**src/rtl/or3_rr_arbiter.sv**
```systemverilog
// rtl/or3_rr_arbiter.sv - three-requester round-robin arbiter with hold-time limit
module or3_rr_arbiter #(
  parameter int unsigned HOLD_MAX = 8
) (
  input  logic       clk,
  input  logic       rstn,
  input  logic [2:0] req,
  output logic [2:0] gnt,
  output logic [1:0] gnt_id,
  output logic       busy
);

  typedef enum logic {
    ST_IDLE  = 1'b0,
    ST_GRANT = 1'b1
  } state_t;

  localparam logic [7:0] LP_HOLD    = 8'(HOLD_MAX);
  localparam logic       LP_HOLD_EN = (HOLD_MAX != 0);

  state_t     r_state;
  logic [1:0] r_ptr;
  logic [1:0] r_owner;
  logic [7:0] r_hcnt;
  logic [2:0] r_gnt;
  logic [1:0] r_gnt_id;
  logic       r_busy;

  logic [1:0] w_pick;
  logic [1:0] w_next_ptr;
  logic       w_owner_req;
  logic       w_others;
  logic       w_hold_hit;
  logic       w_release;

  // First requester at or after ptr, mod 3; only meaningful when req != 0
  always_comb begin
    w_pick = 2'd0;
    case (r_ptr)
      2'd0:    w_pick = req[0] ? 2'd0 : (req[1] ? 2'd1 : 2'd2);
      2'd1:    w_pick = req[1] ? 2'd1 : (req[2] ? 2'd2 : 2'd0);
      2'd2:    w_pick = req[2] ? 2'd2 : (req[0] ? 2'd0 : 2'd1);
      default: w_pick = 2'd0;
    endcase
  end

  // Release decision: r_gnt is one-hot of the owner while in GRANT
  always_comb begin
    w_owner_req = |(req & r_gnt);
    w_others    = |(req & ~r_gnt);
    w_hold_hit  = LP_HOLD_EN && (r_hcnt >= LP_HOLD);
    w_release   = !w_owner_req || (w_hold_hit && w_others);
    w_next_ptr  = (r_owner == 2'd2) ? 2'd0 : (r_owner + 2'd1);
  end

  // Arbitration FSM with registered grant outputs
  always_ff @(posedge clk or negedge rstn) begin
    if (!rstn) begin
      r_state  <= ST_IDLE;
      r_ptr    <= 2'd0;
      r_owner  <= 2'd0;
      r_hcnt   <= 8'd0;
      r_gnt    <= 3'b000;
      r_gnt_id <= 2'd3;
      r_busy   <= 1'b0;
    end else begin
      case (r_state)
        ST_IDLE: begin
          if (req != 3'b000) begin
            r_owner  <= w_pick;
            r_gnt    <= 3'b001 << w_pick;
            r_gnt_id <= w_pick;
            r_busy   <= 1'b1;
            r_hcnt   <= 8'd1;
            r_state  <= ST_GRANT;
          end
        end
        ST_GRANT: begin
          if (w_release) begin
            r_gnt    <= 3'b000;
            r_gnt_id <= 2'd3;
            r_busy   <= 1'b0;
            r_ptr    <= w_next_ptr;
            r_state  <= ST_IDLE;
          end else if (r_hcnt != 8'hFF) begin
            r_hcnt <= r_hcnt + 8'd1;
          end
        end
        default: r_state <= ST_IDLE;
      endcase
    end
  end

  assign gnt    = r_gnt;
  assign gnt_id = r_gnt_id;
  assign busy   = r_busy;

endmodule

```
**config.mk**
```make
export PLATFORM = sky130hd
export DESIGN_NAME = or3_rr_arbiter
export DESIGN_NICKNAME = d
export VERILOG_FILES = /design/src/rtl/or3_rr_arbiter.sv
export SDC_FILE = /design/constraint.sdc
export NUM_CORES = 1
export LEC_CHECK = 0
export CAP_MARGIN = 20
export CORE_AREA = 2 2 56 58
export DETAILED_ROUTE_END_ITERATION = 12
export DIE_AREA = 0 0 58 60
export PLACE_DENSITY_LB_ADDON = 0.3
export SKIP_LAST_GASP = 1
export SLEW_MARGIN = 10
export SYNTH_ARGS = -nofsm -noshare
export SYNTH_HDL_FRONTEND = slang
export SYNTH_SLANG_ARGS = --single-unit
```
**constraint.sdc**
```tcl
create_clock -name clk -period 2.9 [get_ports clk]
set_input_delay 0.29 -clock clk [delete_from_list [all_inputs] [get_ports clk]]
set_output_delay 0.29 -clock clk [all_outputs]
set_load 0.005 [all_outputs]
```
==> flow_metrics.env, run 1 <==
export IMPL_hold_buffers=0
export IMPL_clock_sinks=19
export IMPL_most_common_layout_cells="dfrtp_1 (17), nor2_1 (11), inv_1 (10), clkdlybuf4s50_1 (10), nand2_1 (8)"
export IMPL_ioPinCount=11
export IMPL_path_max_fanout=10
export IMPL_path_clk_slew_ns=0.12
export IMPL_ant_nets=0
export IMPL_antenna_found_initial=0
export IMPL_synth_fp_nets=128
export IMPL_vias_per_cell=5.62
export IMPL_fmax_mhz=468
export IMPL_fp_dieH_um=60
export IMPL_cts_tree="done"
export IMPL_pwr_share_comb_pct=44.6
export IMPL_die_area_sq_mm=0.00348
export IMPL_yosysUniqueCellTypes=42
export IMPL_startpoint_type="register"
export IMPL_grt_pass1_vias=890
export IMPL_grt_total_usage_pct=14.8
export IMPL_cp_required_ns=3.14
export IMPL_start_util_pct=37.6
export IMPL_power_share_sequential_pct=43.0
export IMPL_internal_power_w=0.000659
export IMPL_run_status="complete, no violations"
export IMPL_switching_share_pct=39.8
export IMPL_area_growth_pct=13.6
export IMPL_place_ws_ns=0.626
export IMPL_setup_tns_ns=0
export IMPL_leakage_nw=0.523
export IMPL_fp_dieW_um=58
export IMPL_r2r_end="r_hcnt[7]$_DFFE_PN0P_"
export IMPL_rsz0062_at_grt="false"
export IMPL_routabilityCongestion=0.848
export IMPL_fin_nets=139
export IMPL_rows=20
export IMPL_fillers=284
export IMPL_rr_worst_depth=5
export IMPL_min_path_type="input pin to asynchronous set/reset pin"
export IMPL_critPathMaxStageDelay_ns=0.54
export IMPL_drive_above_1_share_pct=9.92
export IMPL_fin_ws_ns=0.763
export IMPL_ys_warn_count=0
export IMPL_cts_buffer_depth=2
export IMPL_drc=0
export IMPL_power_w=0.00110
export IMPL_dpl_instance_area_sq_mm=0.00121
export IMPL_power_frac_clock_pct=12.4
export IMPL_synth_main_ff_cell="dfrtp_1"
export IMPL_post_route_period_util_pct=73.7
export IMPL_cts_root_buffer_cell="clkbuf_4"
export IMPL_p_per_area_mw_per_mm2=883
export IMPL_worst_slew_pin_slew_ns=0.856
export IMPL_clock_latency_ns=0.30
export IMPL_via_count=922
export IMPL_drtIter0Drc=36
export IMPL_cts_resized=0
export IMPL_cap_violations=0
export IMPL_r2r_setup_slack_ns=0.76
export IMPL_fin_area_sq_mm=0.00124
export IMPL_grt_ovfl_total=0
export IMPL_arrival_ns=2.37
export IMPL_async_reset_ff_share_pct=100
export IMPL_endpoint_kind="register"
export IMPL_syn_area_sq_mm=0.00109
export IMPL_mostFrequentLayoutCell="dfrtp_1"
export IMPL_ys_ff_latch=19
export IMPL_fp_coreArea_sq_mm=0.00290
export IMPL_hold_violations=0
export IMPL_ys_seq_area_share_pct=43.8
export IMPL_worstPathCellList="or4_1, nor2_1, o21ai_2, or4_1, nand3_1"
export IMPL_p_sw_w=0.000436
export IMPL_syn_area_per_cell_sq_um=9.02
export IMPL_synth_edff_count=0
export IMPL_routedWlPerCell_um=13.6
export IMPL_irDropWorstVdd_mv=0.437
export IMPL_numCtsBuffers=3
export IMPL_syn_instance_count=121
export IMPL_grt_max_degree=20
export IMPL_worstSetupPathType="register to register"
export IMPL_crit_slowest_cell="or4_1"
export IMPL_slew_viol_final=0
export IMPL_cts_htree_levels=1
export IMPL_diodes=0
export IMPL_hpwl_um=1650
export IMPL_slew_headroom_pct=42.8
export IMPL_min_period_ns=2.14
export IMPL_fin_worst_skew_ns=0.00856
export IMPL_r2r_start="r_hcnt[5]$_DFFE_PN0P_"
export IMPL_crit_top_cell="or4_1"
export IMPL_io_buffers=10
export IMPL_grt_pass1_wl_um=3860
export IMPL_drtPass1Iterations=4
export IMPL_post_cts_repair_setup_buffers=0
export IMPL_routed_wl_um=2230
export IMPL_setup_viol=0
==> cells by family after synthesis <==
family / count (synthesis) / synth area share [%]
adder cells (fa/ha/maj): 2 / 2.29
AO/OA/AOI/OAI: 39 / 24.9
buffers and inverters: 15 / 5.96
AND/OR/NAND/NOR: 44 / 21.1
flip-flops: 19 / 43.8
multiplexers: 2 / 1.95
==> per-layer routing <==
layer  up-vias  GRT usage (%)  share of wire (%)
li1        465              -                  -
met1       428           18.1                 47
met2        27           23.1                 48
met3         2           4.55                4.6
met4         0           8.97               0.85
met5         -              0                  0
==> area by class of cell <==
| cell class | count | area [sq um] | share of cell area, % |
|---|---|---|---|
| multi-input cells | 87 | 548 | 44.2 |
| flip-flops and latches | 19 | 478 | 38.5 |
| repair buffers | 11 | 108 | 8.68 |
| well taps | 33 | 41.3 | 3.33 |
| inverters | 10 | 37.5 | 3.03 |
| clock buffers | 3 | 22.5 | 1.82 |
| clock inverters | 1 | 5.00 | 0.404 |
==> worst max-delay path by stage <==
stage                          start                    end  slack (ns)  cells after the start
2_1_floorplan     gnt[0]$_DFFE_PN0P_  r_hcnt[7]$_DFFE_PN0P_        0.95                      5
5_1_grt        r_hcnt[5]$_DFFE_PN0P_  r_hcnt[7]$_DFFE_PN0P_        0.61                      5
3_3_place_gp                  req[1]  r_hcnt[7]$_DFFE_PN0P_        0.69                      6
6_report       r_hcnt[5]$_DFFE_PN0P_  r_hcnt[7]$_DFFE_PN0P_        0.76                      5
4_1_cts        r_hcnt[5]$_DFFE_PN0P_  r_hcnt[7]$_DFFE_PN0P_        0.77                      5
3_5_place_dp                  req[1]  r_hcnt[7]$_DFFE_PN0P_        0.63                      6
==> metrics by stage <==
step                hold slack [ns]  cells  utilization, %
detailed placement            0.511    160            41.8
global route                  0.520    164            42.7
CTS                           0.499    164            42.7
global placement              0.492    160            41.8
floorplan                  -0.00559    121               -
finish                        0.463    164            42.7
==> worst max-delay path: cells and delay by family, from the launching register on <==
| kind | cells | cell delay [ns] |
|---|---|---|
| compound gates | 1 | 0.19 |
| simple gates | 4 | 1.44 |
| flops | 1 | 0.44 |
==> synthesized netlist by cell type, drive strengths merged (2+ instances only) <==
cell type | count | area [sq um]
nor3 | 2 | 10.0
nand3 | 6 | 30.0
a222oi | 2 | 20.0
o21a | 5 | 37.5
a21oi | 7 | 35.0
nand4 | 2 | 12.5
dfstp | 2 | 52.6
nor2 | 11 | 41.3
inv | 10 | 37.5
buf | 2 | 16.3
a211oi | 3 | 22.5
a211o | 2 | 17.5
or2 | 2 | 12.5
nand2b | 3 | 18.8
nand2 | 8 | 30.0
o31ai | 2 | 15.0
clkbuf | 3 | 11.3
nor2b | 2 | 12.5
o21ai | 8 | 43.8
dfrtp | 17 | 425
ha | 2 | 25.0
or4 | 2 | 15.0
==> power by group through the flow <==
stage                     registers [W]  logic (W)  clock network, W
after floorplan                0.000434   0.000354                 0
after global placement         0.000474   0.000486                 0
after detailed placement       0.000474   0.000492                 0
after CTS                      0.000469   0.000494          0.000140
after global routing           0.000488   0.000550          0.000156
final                          0.000471   0.000489          0.000136
==> state kept, by name, indices dropped and copies added (netlist names) <==
signal and flops:
busy 1, r_ptr 2, r_owner 2, gnt_id 2, r_hcnt 8, r_state 1, gnt 3
Power figures use the tool's default switching activity.
==> inputs of run 2 (changes only) <==
==> constraint.sdc (replaced) <==
create_clock -name clk -period 1.75 [get_ports clk]
set_input_delay 0.175 -clock clk [delete_from_list [all_inputs] [get_ports clk]]
set_output_delay 0.175 -clock clk [all_outputs]
set_load 0.005 [all_outputs]
==> flow_metrics.env, run 2 (synthesis results as in run 1) <==
export IMPL_fp_coreArea_sq_mm=0.00290
export IMPL_routedWlPerCell_um=13.8
export IMPL_fp_dieW_um=58
export IMPL_routabilityCongestion=0.885
export IMPL_worstPathCellList="or4_4, nor2_4, o21ai_4, or4_1, nand3_1"
export IMPL_worst_slew_pin_slew_ns=0.287
export IMPL_grt_pass1_wl_um=4370
export IMPL_post_route_period_util_pct=105
export IMPL_drc=0
export IMPL_cts_root_buffer_cell="clkbuf_4"
export IMPL_violations="setup timing"
export IMPL_slew_viol_final=0
export IMPL_clock_sinks=19
export IMPL_grt_max_degree=20
export IMPL_rows=20
export IMPL_setup_viol=6
export IMPL_drtIter0Drc=35
export IMPL_critPathMaxStageDelay_ns=0.55
export IMPL_fin_nets=168
export IMPL_path_clk_slew_ns=0.11
export IMPL_min_period_ns=1.83
export IMPL_antenna_found_initial=0
export IMPL_cap_violations=0
export IMPL_via_count=1047
export IMPL_r2r_start="r_hcnt[5]$_DFFE_PN0P_"
export IMPL_start_util_pct=37.6
export IMPL_irDropWorstVdd_mv=1.02
export IMPL_cts_tree="done"
export IMPL_fmax_mhz=546
export IMPL_rsz0062_at_grt="true"
export IMPL_routed_wl_um=2660
export IMPL_numCtsBuffers=3
export IMPL_dpl_instance_area_sq_mm=0.00139
export IMPL_slew_headroom_pct=80.6
export IMPL_dp_cells=183
export IMPL_diodes=0
export IMPL_worstSetupPathType="register to register"
export IMPL_cp_required_ns=1.99
export IMPL_endpoint_kind="register"
export IMPL_arrival_ns=2.07
export IMPL_mostFrequentLayoutCell="buf_4"
export IMPL_crit_slowest_cell="or4_4"
export IMPL_cts_htree_levels=1
export IMPL_finalNonFillerCells=193
export IMPL_ioPinCount=11
export IMPL_hpwl_um=1930
export IMPL_grt_total_usage_pct=16.5
export IMPL_p_per_area_mw_per_mm2=1450
export IMPL_hold_violations=0
export IMPL_grt_ovfl_total=0
export IMPL_startpoint_type="register"
export IMPL_ant_nets=0
export IMPL_grt_pass1_vias=991
export IMPL_clock_latency_ns=0.29
export IMPL_setup_tns_ns=-0.370
export IMPL_place_ws_ns=-0.195
export IMPL_final_core_util_pct=52.6
export IMPL_io_buffers=10
export IMPL_min_path_type="input pin to asynchronous set/reset pin"
export IMPL_cts_buffer_depth=2
export IMPL_regMostFlops="r_hcnt"
export IMPL_fin_area_sq_mm=0.00153
export IMPL_drive_above_1_share_pct=32.5
export IMPL_run_status="finished, violations left"
export IMPL_fp_dieH_um=60
export IMPL_fin_worst_skew_ns=0.00549
export IMPL_leakage_nw=0.670
export IMPL_fin_ws_ns=-0.0824
export IMPL_cp_startpoint="r_hcnt[5]$_DFFE_PN0P_"
export IMPL_drtPass1Iterations=4
export IMPL_die_area_sq_mm=0.00348
export IMPL_path_max_fanout=7
export IMPL_fillers=265
export IMPL_vias_per_cell=5.42
export IMPL_area_growth_pct=39.9
export IMPL_largest_reg_flops=8
export IMPL_most_common_layout_cells="buf_4 (28), dfrtp_1 (17), inv_1 (10), nor2_1 (10), clkdlybuf4s50_1 (10)"
## run 2: area by class of cell
class	instances	area (sq um)	share of cell area, %
Sequential cell	19	478	31.3
Tap cell	33	41.3	2.70
Timing Repair Buffer	40	333	21.8
Multi-Input combinational cell	87	609	39.9
Clock inverter	1	5.00	0.328
Inverter	10	37.5	2.46
Clock buffer	3	22.5	1.48
## run 2: final timing paths
path,to,cells after the start,slack [ns]
max in group asynchronous,gnt_id[1]$_DFFE_PN1P_,2,1.28
worst min register to register,gnt_id[1]$_DFFE_PN1P_,2,0.54
min in group clk,gnt_id[1]$_DFFE_PN1P_,2,0.54
worst max register to register,r_hcnt[7]$_DFFE_PN0P_,5,-0.08
worst max-delay path,r_hcnt[7]$_DFFE_PN0P_,5,-0.08
worst min-delay path,r_hcnt[5]$_DFFE_PN0P_,2,0.21
## run 2: worst max-delay path, delay by kind of cell, from the launching register on
family | cells | cell delay [ns]
compound gates | 1 | 0.10
flops | 1 | 0.40
simple gates | 4 | 1.29
## run 2: layer usage
metal	up-vias	global-route usage (%)	part of all wire, %
met5	-	0	0
met4	0	7.64	0.53
met3	2	2.38	2.4
met2	23	29.5	52
met1	501	19.3	45
li1	521	-	-
## run 2: timing repair
| action | CTS | global route |
|---|---|---|
| setup endpoints to repair | 8 | 16 |
| pin swaps | 4 | 5 |
| endpoints found under the hold margin | 0 | 0 |
| setup buffers | 3 | 3 |
| hold buffers | 0 | 0 |
| resized for setup | 7 | 9 |
## run 2: per-stage QoR
step | total power, W | hold slack [ns]
5_1_grt | 0.00238 | 0.212
6_report | 0.00221 | 0.208
3_5_place_dp | 0.00180 | 0.507
4_1_cts | 0.00212 | 0.210
2_1_floorplan | 0.00131 | -0.121
3_3_place_gp | 0.00177 | 0.498
## run 2: power breakdown
part           switching, W  total, W  internal, W
registers          0.000143  0.000748     0.000606
clock network      0.000135  0.000221    0.0000850
logic              0.000559   0.00124     0.000681
==> inputs of run 3 (changes only) <==
==> constraint.sdc (replaced) <==
create_clock -name clk -period 1.75 [get_ports clk]
set_input_delay 0.175 -clock clk [delete_from_list [all_inputs] [get_ports clk]]
set_output_delay 0.175 -clock clk [all_outputs]
set_load 0.01 [all_outputs]
==> flow_metrics.env, run 3 (synthesis results as in run 1) <==
export IMPL_finalNonFillerCells=194
export IMPL_min_path_type="input pin to asynchronous set/reset pin"
export IMPL_place_ws_ns=-0.156
export IMPL_grt_max_degree=20
export IMPL_rsz0062_at_grt="true"
export IMPL_hold_buffers=0
export IMPL_fmax_mhz=529
export IMPL_antenna_found_initial=0
export IMPL_drtIter0Drc=63
export IMPL_ant_nets=0
export IMPL_cts_buffer_depth=2
export IMPL_io_buffers=10
export IMPL_drive_above_1_share_pct=32.9
export IMPL_irDropWorstVdd_mv=1.05
export IMPL_fp_dieW_um=58
export IMPL_drc=0
export IMPL_leakage_nw=0.686
export IMPL_fp_dieH_um=60
export IMPL_setup_viol=12
export IMPL_clock_latency_ns=0.31
export IMPL_fin_nets=169
export IMPL_regMostFlops="r_hcnt"
export IMPL_rr_worst_depth=6
export IMPL_arrival_ns=2.09
export IMPL_grt_ovfl_total=0
export IMPL_start_util_pct=37.6
export IMPL_cp_required_ns=1.95
export IMPL_endpoint_kind="register"
export IMPL_run_status="finished, violations left"
export IMPL_mostFrequentLayoutCell="buf_4"
export IMPL_diodes=0
export IMPL_grt_pass1_vias=1066
export IMPL_min_period_ns=1.89
export IMPL_vias_per_cell=5.62
export IMPL_hpwl_um=2020
export IMPL_routed_wl_um=2950
export IMPL_cts_root_buffer_cell="clkbuf_4"
export IMPL_grt_total_usage_pct=18.2
export IMPL_cts_tree="done"
export IMPL_hold_violations=0
export IMPL_path_max_fanout=4
export IMPL_via_count=1091
export IMPL_fp_coreArea_sq_mm=0.00290
export IMPL_ioPinCount=11
export IMPL_fin_ws_ns=-0.141
export IMPL_numCtsBuffers=3
export IMPL_p_per_area_mw_per_mm2=1480
export IMPL_area_growth_pct=42.2
export IMPL_cts_htree_levels=1
export IMPL_most_common_layout_cells="buf_4 (28), dfrtp_1 (17), inv_1 (10), nor2_1 (10), clkdlybuf4s50_1 (10)"
export IMPL_violations="setup timing"
export IMPL_die_area_sq_mm=0.00348
export IMPL_slew_headroom_pct=66.2
export IMPL_fin_worst_skew_ns=0.0142
export IMPL_path_clk_slew_ns=0.12
export IMPL_routedWlPerCell_um=15.2
export IMPL_grt_pass1_wl_um=4830
export IMPL_startpoint_type="register"
export IMPL_rows=20
export IMPL_drtPass1Iterations=4
export IMPL_dp_cells=183
export IMPL_post_route_period_util_pct=108
export IMPL_worst_slew_pin_slew_ns=0.507
export IMPL_largest_reg_flops=8
export IMPL_routabilityCongestion=0.849
export IMPL_clock_sinks=19
export IMPL_r2r_setup_slack_ns=-0.14
export IMPL_worstSetupPathType="register to register"
export IMPL_slew_viol_final=0
export IMPL_cap_violations=0
==> run 3: changes by cell type in the layout (fill, tap and decap cells not counted), sizes merged <==
cell | previous run | this run
buf | 30 | 31
clkbuf | 3 | 4
clkinv | 1 | 0
==> run 3: layer usage <==
layer  wire (um)  global-route usage [%]  up-vias  part of all wire (%)
li1            -                       -      525                     -
met2        1490                    30.5       36                    51
met5           0                       0        -                     0
met1        1270                    23.4      528                    43
met4          19                    3.99        0                  0.64
met3         162                    5.19        2                   5.5
==> run 3: area by class of cell <==
cell class	instances	area, sq um
Sequential cell	19	478
Inverter	10	37.5
Tap cell	33	41.3
Clock buffer	4	26.3
Timing Repair Buffer	41	344
Multi-Input combinational cell	87	624
Fill cell	235	1350
==> run 3: per-stage QoR <==
stage	area, sq um	total power, W	util (%)	hold slack (ns)	TNS, ns
3_3_place_gp	1400	0.00183	48.2	0.493	-1.08
3_5_place_dp	1400	0.00187	48.2	0.496	-1.26
6_report	1550	0.00230	53.4	0.180	-0.833
2_1_floorplan	1100	0.00135	-	-0.121	-0.423
5_1_grt	1550	0.00248	53.4	0.182	-1.56
4_1_cts	1450	0.00212	49.9	0.200	-0.420
==> run 3: power breakdown <==
group	leakage (nW)	switching, W	internal (W)	total, W
clock network	0.0150	0.000147	0.0000891	0.000236
logic	0.432	0.000621	0.000703	0.00132
registers	0.239	0.000133	0.000606	0.000739
total	0.686	0.000902	0.00140	0.00230
==> run 3: path summary, 6_finish.rpt <==
check | from | endpoint
max in group asynchronous | rstn | gnt_id[1]$_DFFE_PN1P_
worst max-delay path | r_hcnt[5]$_DFFE_PN0P_ | r_ptr[0]$_DFFE_PN0P_
worst min register to register | r_owner[1]$_DFFE_PN0P_ | r_owner[1]$_DFFE_PN0P_
min in group clk | r_owner[1]$_DFFE_PN0P_ | r_owner[1]$_DFFE_PN0P_
worst max register to register | r_hcnt[5]$_DFFE_PN0P_ | r_ptr[0]$_DFFE_PN0P_
worst min-delay path | rstn | gnt[1]$_DFFE_PN0P_
==> run 3: critical path, cell delays in order (launching register included) <==
cell,delay [ns]
dfrtp_1,0.41
or4_4,0.55
nor2_4,0.18
buf_6,0.13
o21bai_4,0.08
nand2_2,0.13
mux2_4,0.30
==> run 3: what timing repair did <==
item | in CTS | in global routing
endpoints found under the setup margin | 10 | 14
gates resized for setup | 3 | 16
pin swaps | 2 | 7
buffers inserted | 1 | 6
